[config.mk]
export PLATFORM = sky130hd
export DESIGN_NAME = split6_stream_wn
export DESIGN_NICKNAME = d
export VERILOG_FILES = /design/src/rtl/split6_pkg.sv /design/src/rtl/split6_next_lane.sv /design/src/rtl/split6_stream_wn.sv
export SDC_FILE = /design/constraint.sdc
export NUM_CORES = 1
export LEC_CHECK = 0
export CAP_MARGIN = 5
export CORE_AREA = 3 3 40 42
export CTS_CLUSTER_DIAMETER = 40
export CTS_CLUSTER_SIZE = 40
export DETAILED_ROUTE_END_ITERATION = 8
export DIE_AREA = 0 0 43 45
export PLACE_DENSITY = 0.71
export SLEW_MARGIN = 20
export SYNTH_ARGS = -nofsm -noshare
export SYNTH_HDL_FRONTEND = slang
export SYNTH_HIERARCHICAL = 1
export SYNTH_SLANG_ARGS = --single-unit
[constraint.sdc]
create_clock -name clk -period 1.7 [get_ports clk]
set_input_delay 0.425 -clock clk [delete_from_list [all_inputs] [get_ports clk]]
set_output_delay 0.425 -clock clk [all_outputs]
set_load 0.05 [all_outputs]
[src/rtl/split6_pkg.sv]
// Shared constants and state encoding for the 6-lane stream splitter.
package split6_pkg;
  localparam int LANES  = 6;
  localparam int LANE_W = 3;
  localparam logic [LANES-1:0]  ALL_LANES = 6'b111111;
  localparam logic [LANE_W-1:0] LAST_LANE = 3'd5;

  typedef enum logic {
    IDLE = 1'b0,
    EMIT = 1'b1
  } state_t;
endpackage

[src/rtl/split6_next_lane.sv]
// Priority encoder over a lane mask: next set lane above the current one,
// lowest set lane, and whether the current lane is the highest set lane.
module split6_next_lane
  import split6_pkg::*;
(
  input  logic [LANES-1:0]  mask,
  input  logic [LANE_W-1:0] lane,
  output logic [LANE_W-1:0] next_lane,
  output logic [LANE_W-1:0] first_lane,
  output logic              last
);
  always_comb begin
    next_lane  = lane;
    first_lane = '0;
    last       = 1'b1;
    // Descending scan so the lowest qualifying lane is written last and wins.
    for (int k = LANES - 1; k >= 0; k--) begin
      if (mask[k]) begin
        first_lane = LANE_W'(k);
        if (LANE_W'(k) > lane) begin
          next_lane = LANE_W'(k);
          last      = 1'b0;
        end
      end
    end
  end
endmodule

[src/rtl/split6_stream_wn.sv]
// Splits one 6-lane packed word {i5..i0} into serial lane words, lane 0 first.
// Optional lane skipping is enabled with the macro SPLIT6_STREAM_LANE_MASK_EN.
module split6_stream_wn
  import split6_pkg::*;
#(
  parameter int inwidth = 1
) (
  input  logic                     clk,
  input  logic                     rst_n,
  input  logic                     in_valid,
  output logic                     in_ready,
  input  logic [LANES*inwidth-1:0] in_data,
`ifdef SPLIT6_STREAM_LANE_MASK_EN
  input  logic [LANES-1:0]         in_mask,
`endif
  output logic                     out_valid,
  input  logic                     out_ready,
  output logic [inwidth-1:0]       out_data,
  output logic [LANE_W-1:0]        out_lane,
  output logic                     out_last
);
  state_t                   state_reg;
  logic [LANE_W-1:0]        lane_reg;
  logic [LANES*inwidth-1:0] hold_reg;
  logic [inwidth-1:0]       lanes [LANES];

  logic [LANE_W-1:0] next_lane;
  logic [LANE_W-1:0] load_first;
  logic              cur_last;
  logic              load_nonzero;
  logic              accept;

`ifdef SPLIT6_STREAM_LANE_MASK_EN
  logic [LANES-1:0]  mask_reg;
  logic [LANE_W-1:0] cur_first_unused;
  logic [LANE_W-1:0] load_next_unused;
  logic              load_last_unused;

  split6_next_lane u_cur (
    .mask       (mask_reg),
    .lane       (lane_reg),
    .next_lane  (next_lane),
    .first_lane (cur_first_unused),
    .last       (cur_last)
  );

  // The first lane of an incoming word comes from its own mask, not the held one.
  split6_next_lane u_load (
    .mask       (in_mask),
    .lane       (3'd0),
    .next_lane  (load_next_unused),
    .first_lane (load_first),
    .last       (load_last_unused)
  );

  assign load_nonzero = |in_mask;
`else
  assign next_lane    = lane_reg + 3'd1;
  assign load_first   = '0;
  assign cur_last     = (lane_reg == LAST_LANE);
  assign load_nonzero = 1'b1;
`endif

  for (genvar gi = 0; gi < LANES; gi++) begin : g_lane
    assign lanes[gi] = hold_reg[gi*inwidth +: inwidth];
  end

  assign out_valid = (state_reg == EMIT);
  assign out_data  = out_valid ? lanes[lane_reg] : '0;
  assign out_lane  = lane_reg;
  assign out_last  = out_valid & cur_last;
  assign in_ready  = (state_reg == IDLE) | (out_valid & out_ready & cur_last);
  assign accept    = in_valid & in_ready;

  always_ff @(posedge clk or negedge rst_n) begin
    if (!rst_n) begin
      state_reg <= IDLE;
      lane_reg  <= '0;
      hold_reg  <= '0;
`ifdef SPLIT6_STREAM_LANE_MASK_EN
      mask_reg  <= '0;
`endif
    end else begin
      if (accept) begin
        hold_reg <= in_data;
`ifdef SPLIT6_STREAM_LANE_MASK_EN
        mask_reg <= in_mask;
`endif
      end
      case (state_reg)
        IDLE: begin
          if (in_valid && load_nonzero) begin
            state_reg <= EMIT;
            lane_reg  <= load_first;
          end
        end
        EMIT: begin
          if (out_ready) begin
            if (cur_last) begin
              if (in_valid && load_nonzero) begin
                lane_reg <= load_first;
              end else begin
                state_reg <= IDLE;
                lane_reg  <= '0;
              end
            end else begin
              lane_reg <= next_lane;
            end
          end
        end
        default: begin
          state_reg <= IDLE;
          lane_reg  <= '0;
        end
      endcase
    end
  end
endmodule
==> results.yml <==
clock_network:
  clock_transition_at_the_registers_of_the_reported_paths_ns: 0.06
  tritoncts.num_buffers: 3
  tritoncts: "done"
  insertion_delay_ns: 0.26
  htreeDepth: 1
  root_buffer: "clkbuf_4"
  numClockSinks: 10
  post_cts.repair.setup_buffers: 0
  ctsLongestPathBuffers: 2
status:
  status: "finished with violations"
  failed_checks: "setup timing"
drt:
  num_vias: 396
  met2_wirelength_um: 470
  uppermost_metal_layer_occupied_by_signal_nets: "met4"
  drt_first_pass_iters: 4
  avgRoutedWirePerCell_um: 12.8
  wl_met3_um: 67
  antenna_viol_nets_final: 0
  vias_per_cell: 5.01
  post-route-drc-count: 0
  initialDrtViolationCount: 1
  totalWireLength_mm: 1.01
  route.layer.met1.wl_um: 454
cells_and_area:
  fin_area_um2: 855
  final_stage_net_count: 75
  area_growth_pct: 59.6
  utilization_pct: 66.5
  fin_cells: 79
  final_layout_size_suffix_gt1_share_pct: 51.6
  fill_cells: 91
  n_antenna_cell: 0
  largest_register_ffs: 6
global_routing:
  antenna_found_initial: 0
  grt_pass1_vias: 362
  gr-total-overflow: 0
  aggregate_global_route_resource_usage_pct: 11.8
  first_pass_grt_wire_length_mm: 1.59
  grt_max_degree: 11
synth:
  synth_top_cells_by_count: "dfrtp_1 (10), mux2_2 (6), mux2i_1 (4), nand2_1 (4), nand2b_1 (3)"
  yosysMostFrequentCell: "dfrtp_1"
  number_of_storage_elements_in_the_synthesis_netlist: 10
  syn_nets: 51
  post_synth_num_cell_types: 18
  yosysSeqAreaShare_pct: 46.7
  synth_top_cells_by_area: "dfrtp_1 (47%), mux2_2 (13%), mux2i_1 (7.5%)"
  yosysWarningCount: 6
  synth.cell_area_um2: 536
  asyncSetResetFlopFracSynth_pct: 100
  post-synth-top-area-cell: "dfrtp_1"
  synth.avg_cell_area_um2: 13.1
  ys.flop_type: "dfrtp_1"
  netlist_instances: 41
  yosysTopAreaCellShare_pct: 46.7
  synth_edf_count: 0
place:
  detailedPlace.worstSlack_ns: -0.148
  placement.cell_area_um2: 812
  final_weighted_congestion_in_routability_driven_placement: 0.706
  placement.io_buffers: 16
  post-place-cells: 75
sta:
  finClkSkew_ns: 0.000672
  worst_pin_slew_ns: 0.430
  rsz_0062_raised_after_global_routing: "yes"
  setup_ws_ns: -0.241
  slew_viol_final: 0
  setup_total_negative_slack_ns: -0.241
  upper_clock_frequency_limit_mhz: 515
  finalHoldWorstSlack_ns: 0.467
  min_period_ns: 1.94
  post-route-period-util_pct: 114
  finalSetupViolations: 1
  timing_hold_violations_final: 0
  relSlewSlack_pct: 71.2
worst_setup_path:
  largest_fanout_on_the_critical_path: 2
  endpoint_kind: "output pin"
  worstPathArrival_ns: 1.52
  data_required_time_at_the_worst_endpoint_ns: 1.27
  timing.rr.end: "hold_reg[1]"
  startpoint_type: "flip-flop"
  regToRegSetupSlack_ns: 0.26
  reg2regPathDepth: 4
  worstReg2RegStart: "out_lane[0]"
  timing_worst_setup_path_type: "flip-flop to output pin"
power:
  power.internal_mw: 0.942
  total_power_mw: 1.58
  netSwitchingPower_mw: 0.634
  comb_power_share_pct: 58.9
  static-leakage-power_nw: 0.390
  power_frac_clock_pct: 13.2
  worst_ir_drop_vdd_mv: 0.757
  sequentialPowerShare_pct: 27.9
  powerDensity_nw_per_um2: 1840
  p_sw_share_pct: 40.3
worst_hold_path:
  holdCritPathClass: "primary input to async pin"
floorplan:
  floorplan.initialDensity_pct: 41.7
  floorplan.die_area_um2: 1940
  chipWidth_um: 43
  num_rows: 13
  floorplan.core_area_um2: 1280
  ioPinCount: 17
  die-height_um: 45
job:
  max_cap_violations: 0
[power by group through the flow]
stage	Clock (mW)	Sequential [mW]	Combinational [mW]
final	0.208	0.439	0.928
after detailed placement	0	0.444	0.907
after global routing	0.229	0.455	0.973
after global placement	0	0.440	0.899
after CTS	0.217	0.440	0.927
after floorplan	0	0.550	0.451
[kinds of logic after synthesis]
logic type | share of synthesized area (%)
AO/OA/AOI/OAI | 6.77
buffers and inverters | 2.10
flip-flops | 46.7
multiplexers | 25.0
AND/OR/NAND/NOR | 19.4
[how the worst max path moves through the flow]
stage / end / cells after the start / slack (ns) / startpoint
floorplan: out_data / 4 / -0.19 / out_lane[0]
global placement: hold_reg[0] / 4 / -0.12 / out_ready
detailed placement: hold_reg[0] / 4 / -0.15 / out_ready
CTS: out_data / 4 / -0.26 / out_lane[0]
global route: out_data / 4 / -0.32 / out_lane[0]
finish: out_data / 4 / -0.24 / out_lane[0]
[layout by cell type, fill, tap and decap left out, types with 2 or more instances in the layout]
cell type | Yosys | routed
nand2_1 | 4 | 3
dfrtp_1 | 10 | 6
mux2_2 | 6 | 6
mux2i_1 | 4 | 4
clkdlybuf4s50_1 | 0 | 8
and4b_2 | 2 | 2
nand2b_1 | 3 | 3
clkbuf_4 | 0 | 3
buf_4 | 1 | 5
buf_12 | 0 | 6
dfrtp_2 | 0 | 4
[layout make-up]
cell class / instances / area, um^2 / area share, %
Multi-Input combinational cell: 29 / 287 / 33.5
Clock buffer: 4 / 36.3 / 4.25
Tap cell: 15 / 18.8 / 2.20
Timing Repair Buffer: 21 / 258 / 30.2
Sequential cell: 10 / 255 / 29.9
[routing by layer]
| metal | vias up | GRT usage (%) |
|---|---|---|
| met1 | 183 | 14.1 |
| met3 | 2 | 3.59 |
| met4 | 0 | 7.23 |
| met2 | 17 | 18.6 |
| li1 | 194 | - |
| met5 | - | 0 |
[worst max-delay path, cell delays in order (launching register included)]
cell and delay (ns):
dfrtp_2 0.37, mux4_2 0.49, nand3b_1 0.15, o31ai_4 0.09
buf_6 0.15
[what timing repair did]
action / in CTS / in global routing
hold endpoints to repair: 0 / 0
gates resized for setup: 3 / 1
endpoints found under the setup margin: 2 / 3
hold buffers: 0 / 0
Note: power is estimated with default switching activity, not from simulation.
